[src/rtl/serial_rx.sv]
// serial_rx: 8N1 asynchronous serial receiver with a one-entry
// valid/ready holding register, framing-error and overrun pulses.
module serial_rx #(
    parameter int unsigned CLKS_PER_BIT = 434,
    parameter int unsigned HALF_BIT     = CLKS_PER_BIT / 2
) (
    input  logic       clk,
    input  logic       rstn,
    input  logic       serialin,
    output logic [7:0] rx_data,
    output logic       rx_valid,
    input  logic       rx_ready,
    output logic       frame_err,
    output logic       overrun,
    output logic       busy
);

    localparam logic [2:0] IDLE  = 3'd0;
    localparam logic [2:0] START = 3'd1;
    localparam logic [2:0] DATA  = 3'd2;
    localparam logic [2:0] STOP  = 3'd3;
    localparam logic [2:0] BREAK = 3'd4;

    localparam logic [15:0] HALF_END = 16'(HALF_BIT - 1);
    localparam logic [15:0] BIT_END  = 16'(CLKS_PER_BIT - 1);

    logic [1:0]  sync;
    logic        s_in;
    logic [2:0]  state;
    logic [15:0] cnt;
    logic [2:0]  idx;
    logic [7:0]  shreg;

    assign s_in = sync[1];
    assign busy = (state != IDLE);

    always_ff @(posedge clk or negedge rstn) begin
        if (!rstn) begin
            sync      <= 2'b11;
            state     <= IDLE;
            cnt       <= '0;
            idx       <= '0;
            shreg     <= '0;
            rx_data   <= '0;
            rx_valid  <= 1'b0;
            frame_err <= 1'b0;
            overrun   <= 1'b0;
        end else begin
            sync      <= {sync[0], serialin};
            frame_err <= 1'b0;
            overrun   <= 1'b0;
            if (rx_valid && rx_ready)
                rx_valid <= 1'b0;

            case (state)
                IDLE: begin
                    cnt <= '0;
                    if (!s_in)
                        state <= START;
                end
                START: begin
                    if (cnt == HALF_END) begin
                        cnt   <= '0;
                        idx   <= '0;
                        state <= s_in ? IDLE : DATA;
                    end else begin
                        cnt <= cnt + 16'd1;
                    end
                end
                DATA: begin
                    if (cnt == BIT_END) begin
                        cnt        <= '0;
                        shreg[idx] <= s_in;
                        idx        <= idx + 3'd1;
                        if (idx == 3'd7)
                            state <= STOP;
                    end else begin
                        cnt <= cnt + 16'd1;
                    end
                end
                STOP: begin
                    if (cnt == BIT_END) begin
                        cnt <= '0;
                        if (s_in) begin
                            // Back to IDLE at mid stop bit so the next start edge is seen.
                            state <= IDLE;
                            if (!rx_valid || rx_ready) begin
                                rx_data  <= shreg;
                                rx_valid <= 1'b1;
                            end else begin
                                overrun <= 1'b1;
                            end
                        end else begin
                            frame_err <= 1'b1;
                            state     <= BREAK;
                        end
                    end else begin
                        cnt <= cnt + 16'd1;
                    end
                end
                BREAK: begin
                    cnt <= '0;
                    if (s_in)
                        state <= IDLE;
                end
                default: begin
                    cnt   <= '0;
                    state <= IDLE;
                end
            endcase
        end
    end

endmodule

[config.mk]
export PLATFORM = sky130hd
export DESIGN_NAME = serial_rx
export DESIGN_NICKNAME = d
export VERILOG_FILES = /design/src/rtl/serial_rx.sv
export SDC_FILE = /design/constraint.sdc
export NUM_CORES = 1
export LEC_CHECK = 0
export CORE_UTILIZATION = 45
export CTS_BUF_LIST = sky130_fd_sc_hd__clkbuf_8
export CTS_CLUSTER_DIAMETER = 50
export DETAILED_ROUTE_END_ITERATION = 8
export PLACE_DENSITY_LB_ADDON = 0.2
export SETUP_SLACK_MARGIN = 0.2
export SYNTH_ARGS = -nofsm -noshare
export SYNTH_HDL_FRONTEND = slang
export SYNTH_SLANG_ARGS = --single-unit
[constraint.sdc]
create_clock -name clk -period 3.1 [get_ports clk]
set_clock_uncertainty 0.15 [all_clocks]
set_input_delay 0.465 -clock clk [delete_from_list [all_inputs] [get_ports clk]]
set_output_delay 0.465 -clock clk [all_outputs]
set_load 0.02 [all_outputs]
=== Yosys cells after proc, flatten, opt, wreduce, memory -nomap -nowiden ===
Index checks and enable logic that the tools add are counted.

* Register bits after elaboration: 43
* Latch bits: 0
* Memory bits (writable): 0
* Memory bits (read-only): 0
* Input port bits: 4
* Word-level logic and storage cells: 68
* Memories kept: 0

* $add $sub $neg: 2
* Multiply operators: 0
* Divide/modulo/power cells: 0
* $lt $le $gt $ge: 2
* Eq/ne operators: 13
* Shift operators: 0
* Mux-type cells: 30
* Bitwise operators: 0
* Reduce and logical (&&, ||, !) cells: 12

{| class="wikitable"
|+ Operators with widths
! operator !! count
|-
| 2-to-1 mux 16 bit || 2
|-
| one-hot mux 16 bit (2 select lines) || 1
|-
| 2-to-1 mux 3 bit || 9
|-
| adder 16 x 1 -> 16 bit (second input constant) || 1
|-
| == test 16 x 8 -> 1 bit (second input constant) || 1
|-
| == test 16 x 9 -> 1 bit (second input constant) || 1
|-
| one-hot mux 3 bit (5 select lines) || 1
|-
| 2-to-1 mux 1 bit || 13
|-
| inequality test 2 bit (second input constant) || 6
|-
| bitwise mux 8 bit || 1
|-
| == test 3 x 2 -> 1 bit (second input constant) || 2
|-
| == test 3 bit (second input constant) || 2
|-
| one-hot mux 3 bit (2 select lines) || 1
|-
| AND reduction 6 bit || 1
|-
| less-than comparator 3 x 4 -> 1 bit (second input constant) || 1
|-
| AND reduction 4 bit || 1
|-
| adder 3 x 1 -> 3 bit (second input constant) || 1
|-
| demux 1 bit (select 3 bit) || 1
|-
| == test 3 x 1 -> 1 bit (second input constant) || 1
|-
| >= comparator 3 x 1 -> 1 bit (second input constant) || 1
|-
| logical NOT 3 bit || 1
|-
| AND reduction 3 bit || 1
|-
| nonzero test 3 bit || 1
|-
| logical AND 1 bit || 2
|-
| 6 further kinds || 6
|}

=== Longest topological paths before layout ===
* Word-level depth: 6
* Gate-level depth with buffers: 7

=== Worst setup path before layout ===
Ideal clock, no wire load.

* Path type: reg-to-reg
* Start: register cnt[2]
* End: register rx_data[0]
* Setup time: 125 ps
* Arrival: 2139 ps
* Required time: 2825 ps
* Path slack: 687 ps
* Stages on the path, launching flop included: 6
* Buffers on the path: 0
* Clock period less this slack: 2413 ps
* Cell sequence: dfrtp_1 > or4_4 > nor4_2 > nand3_1 > nor2_2 > mux2_2

* Cells in the longest elaborated chain, start to end: 2

{| class="wikitable"
|+ Ends and longest elaborated chain
! item !! RTL line !! source
|-
| from (decl) || 30 || <nowiki>logic [15:0] cnt;</nowiki>
|-
| from (signal assigned) || 67 || <nowiki>cnt <= cnt + 16'd1;</nowiki>
|-
| from (signal assigned) || 78 || <nowiki>cnt <= cnt + 16'd1;</nowiki>
|-
| from (signal assigned) || 98 || <nowiki>cnt <= cnt + 16'd1;</nowiki>
|-
| == test 16 x 9 -> 1 bit || 82 || <nowiki>if (cnt == BIT_END) begin</nowiki>
|-
| AND reduction 4 bit (no source line) || n/a ||
|-
| to (signal assigned) || 88 || <nowiki>rx_data <= shreg;</nowiki>
|-
| to (decl) || 10 || <nowiki>output logic [7:0] rx_data,</nowiki>
|}

No other way between the ends.
A chain may end at the register's enable or synchronous reset.

=== Worst setup path in the final report ===
* Start: register cnt[2]
* End: register rx_data[1]

The elaborated chain is that of the path after synthesis.

==> impl_metrics.py <==
metrics = {
    "hold_path": {
        "hp-class": "primary input to asynchronous set/reset pin",
    },
    "synth": {
        "synth_top_area_share_pct": 49.82,
        "synth_edf_count": 0,
        "syn-cell-area_um2": 2059,
        "ys_seq_area_share_pct": 52.37,
        "syn_area_per_cell_um2": 11.13,
        "ys_ff_latch": 43,
        "syn_nets": 194,
        "yosysTopAreaCell": "dfrtp_1",
        "synth-main-ff-cell": "dfrtp_1",
        "synth_cells": 185,
        "synth_common_cells": "dfrtp_1 (41), nor2_1 (27), mux2_2 (15), nand2_1 (12), nand3_1 (10)",
        "yosysWarnings": 0,
        "synth_cell_types": 38,
        "synth.area.top_cells": "dfrtp_1 (50%), mux2_2 (8.2%), nor2_1 (4.9%)",
        "synth_most_common_cell": "dfrtp_1",
        "synthArstFlopShare_pct": 100.0,
    },
    "placement": {
        "portBuffers": 15,
        "hpwl_um": 2503,
        "routabilityCongestion": 0.8192,
        "place_ws_ps": 441.4,
        "dpl-instance-area_um2": 2235,
    },
    "power_and_ir_drop": {
        "switching_share_pct": 19.51,
        "clkPwrFrac_pct": 43.5,
        "power_leakage_uw": 0.001043,
        "seqPwrFrac_pct": 55.1,
        "p_sw_uw": 200.4,
        "ir_drop_mv": 0.3426,
        "internal_power_uw": 827.1,
        "power_density_nw_per_um2": 436.8,
        "combPwrFrac_pct": 1.4,
    },
    "global_routing": {
        "grt_pass1_wl_um": 6637,
        "grt.overflow.total": 0,
        "grt_max_degree": 44,
        "grt_use_total_pct": 17.03,
        "grt_pass1_vias": 1405,
        "antenna_found_initial": 0,
    },
    "clock_tree": {
        "post_cts_buffers": 0,
        "clk_latency_ps": 290,
        "path_clk_slew_ps": 90,
        "cts_buffers": 5,
        "clockRootBuffer": "clkbuf_8",
        "hold_buffers": 0,
        "cts_htree_levels": 2,
        "cts_resized": 0,
        "cts.path.max_buffers": 2,
        "cts.sinks": 43,
        "cts_tree": "done",
    },
    "worst_setup_path": {
        "start_kind": "flop",
        "critical_path.max_stage_delay_ps": 600,
        "r2r-start": "cnt[2]",
        "path_class": "flop to flop",
        "cpMaxStageDelayCell": "or4_4",
        "r2r_end": "rx_data[1]",
        "cp_max_fo": 8,
        "crit_required_ps": 3130,
        "reg2reg_slack_ps": 420,
        "crit_chain": "or4_4 -> nor4_2 -> nand3_1 -> nor2_2 -> mux2_2",
        "critPathCaptureType": "flop",
        "arrival_ps": 2700,
        "rr_worst_depth": 5,
    },
    "sta": {
        "maxSlewViolCount": 0,
        "final.period_utilization_pct": 86.31,
        "max_freq_mhz": 373.8,
        "relSlewSlack_pct": 38.05,
        "grt_setup_unrepaired": "no",
        "setup_viol": 0,
        "hold_violations": 0,
        "tightestPinTransition_ps": 929.2,
        "min_period_ps": 2675,
        "worst_slack_ps": 424.5,
        "finalSetupTns_ps": 0,
    },
    "die": {
        "rows": 24,
        "die_h_um": 69.65,
        "pin_count": 16,
        "die_area_um2": 4851,
        "die_w_um": 69.65,
        "start_util_pct": 46.97,
        "fp.coreArea_um2": 4384,
    },
    "routing": {
        "viasPerCell": 5.410,
        "via_count": 1358,
        "drc": 0,
        "wirelength_um": 3549,
        "drt_iter0_drc": 80,
        "first_pass_iters": 4,
        "ant_nets": 0,
        "wire_per_inst_um": 14.14,
    },
    "status": {
        "status": "complete, no violations",
    },
    "layout": {
        "post_route_cells_drive_above_1_share_pct": 17.09,
        "area_growth_pct": 14.22,
        "n_fill_cell": 380,
        "final_area_um2": 2352,
        "nNetsFinal": 207,
        "insertedDiodeCount": 0,
    },
    "run": {
        "maxCapViolCount": 0,
    },
}
cell type report:
cell class	count	area, um^2	area share [%]
flip-flops and latches	43	1079	45.85
well taps	52	65.06	2.766
repair buffers	16	152.6	6.489
multi-input cells	129	927.1	39.41
clock buffers	6	82.58	3.511
inverters	3	11.26	0.4787
clock inverters	2	35.03	1.489
how the worst max path moves through the flow:
stage,to,from,cells after the start
finish,rx_data[1],cnt[2],5
global route,rx_data[1],cnt[2],5
CTS,rx_data[6],cnt[2],5
detailed placement,rx_data[6],cnt[2],5
global placement,rx_data[0],cnt[2],5
floorplan,rx_data[0],cnt[2],5
registers in the layout (all words and copies together) (netlist names):
name,flops
frame_err,1
sync,2
rx_valid,1
state,3
overrun,1
cnt,16
rx_data,8
idx,3
shreg,8
power by group through the flow:
stage                     logic [uW]  registers [uW]  clock network, uW
after CTS                       15.9             566                459
after global placement          15.2             577                  0
after floorplan                 2.85             575                  0
after detailed placement        15.9             577                  0
after global routing            17.9             566                484
final                           14.8             566                447
cells by family after synthesis:
| kind of cell | count (synthesis) | synth area share [%] |
|---|---|---|
| muxes | 17 | 9.295 |
| buffers and inverters | 13 | 2.612 |
| xor gates and xnor gates | 15 | 6.379 |
| DFF | 43 | 52.37 |
| adders and majority gates | 5 | 3.038 |
| and+or+nand+nor | 83 | 22.78 |
| AOI/OAI and AO/OA | 9 | 3.523 |
metal layers:
| metal | track usage (%) | vias up | part of all wire, % | wire length, um |
|---|---|---|---|---|
| met2 | 26.65 | 19 | 46 | 1647 |
| met1 | 23.50 | 670 | 49 | 1743 |
| met4 | 3.778 | 0 | 0.99 | 35 |
| met5 | 0 | - | 0 | 0 |
| li1 | - | 664 | - | - |
| met3 | 5.087 | 5 | 3.5 | 123 |
through the flow:
step,std cells,utilization (%),total power (uW),hold slack [ps]
floorplan,185,-,577.7,19.41
global placement,243,50.97,591.9,196.1
detailed placement,243,50.97,592.8,204.8
CTS,251,53.65,1041,192.6
global route,251,53.65,1068,217.1
finish,251,53.65,1028,152.0
cells in the final DEF (no fill, tap or decap), drive strengths merged, types with 4 or more instances in the layout:
cell,n
dfrtp,41
nor2,28
mux2,17
clkdlybuf4s50,14
nand2,12
nand3,10
xor2,8
xnor2,7
clkbuf,6
nand4,5
ha,5
nor2b,4
nor4,4
worst max-delay path, delay by kind of cell (launching register included):
kind             cells  cell delay, ps
DFF                  1             440
muxes                1             390
and+or+nand+nor      4            1570
Note: power is estimated with default switching activity, not from simulation.
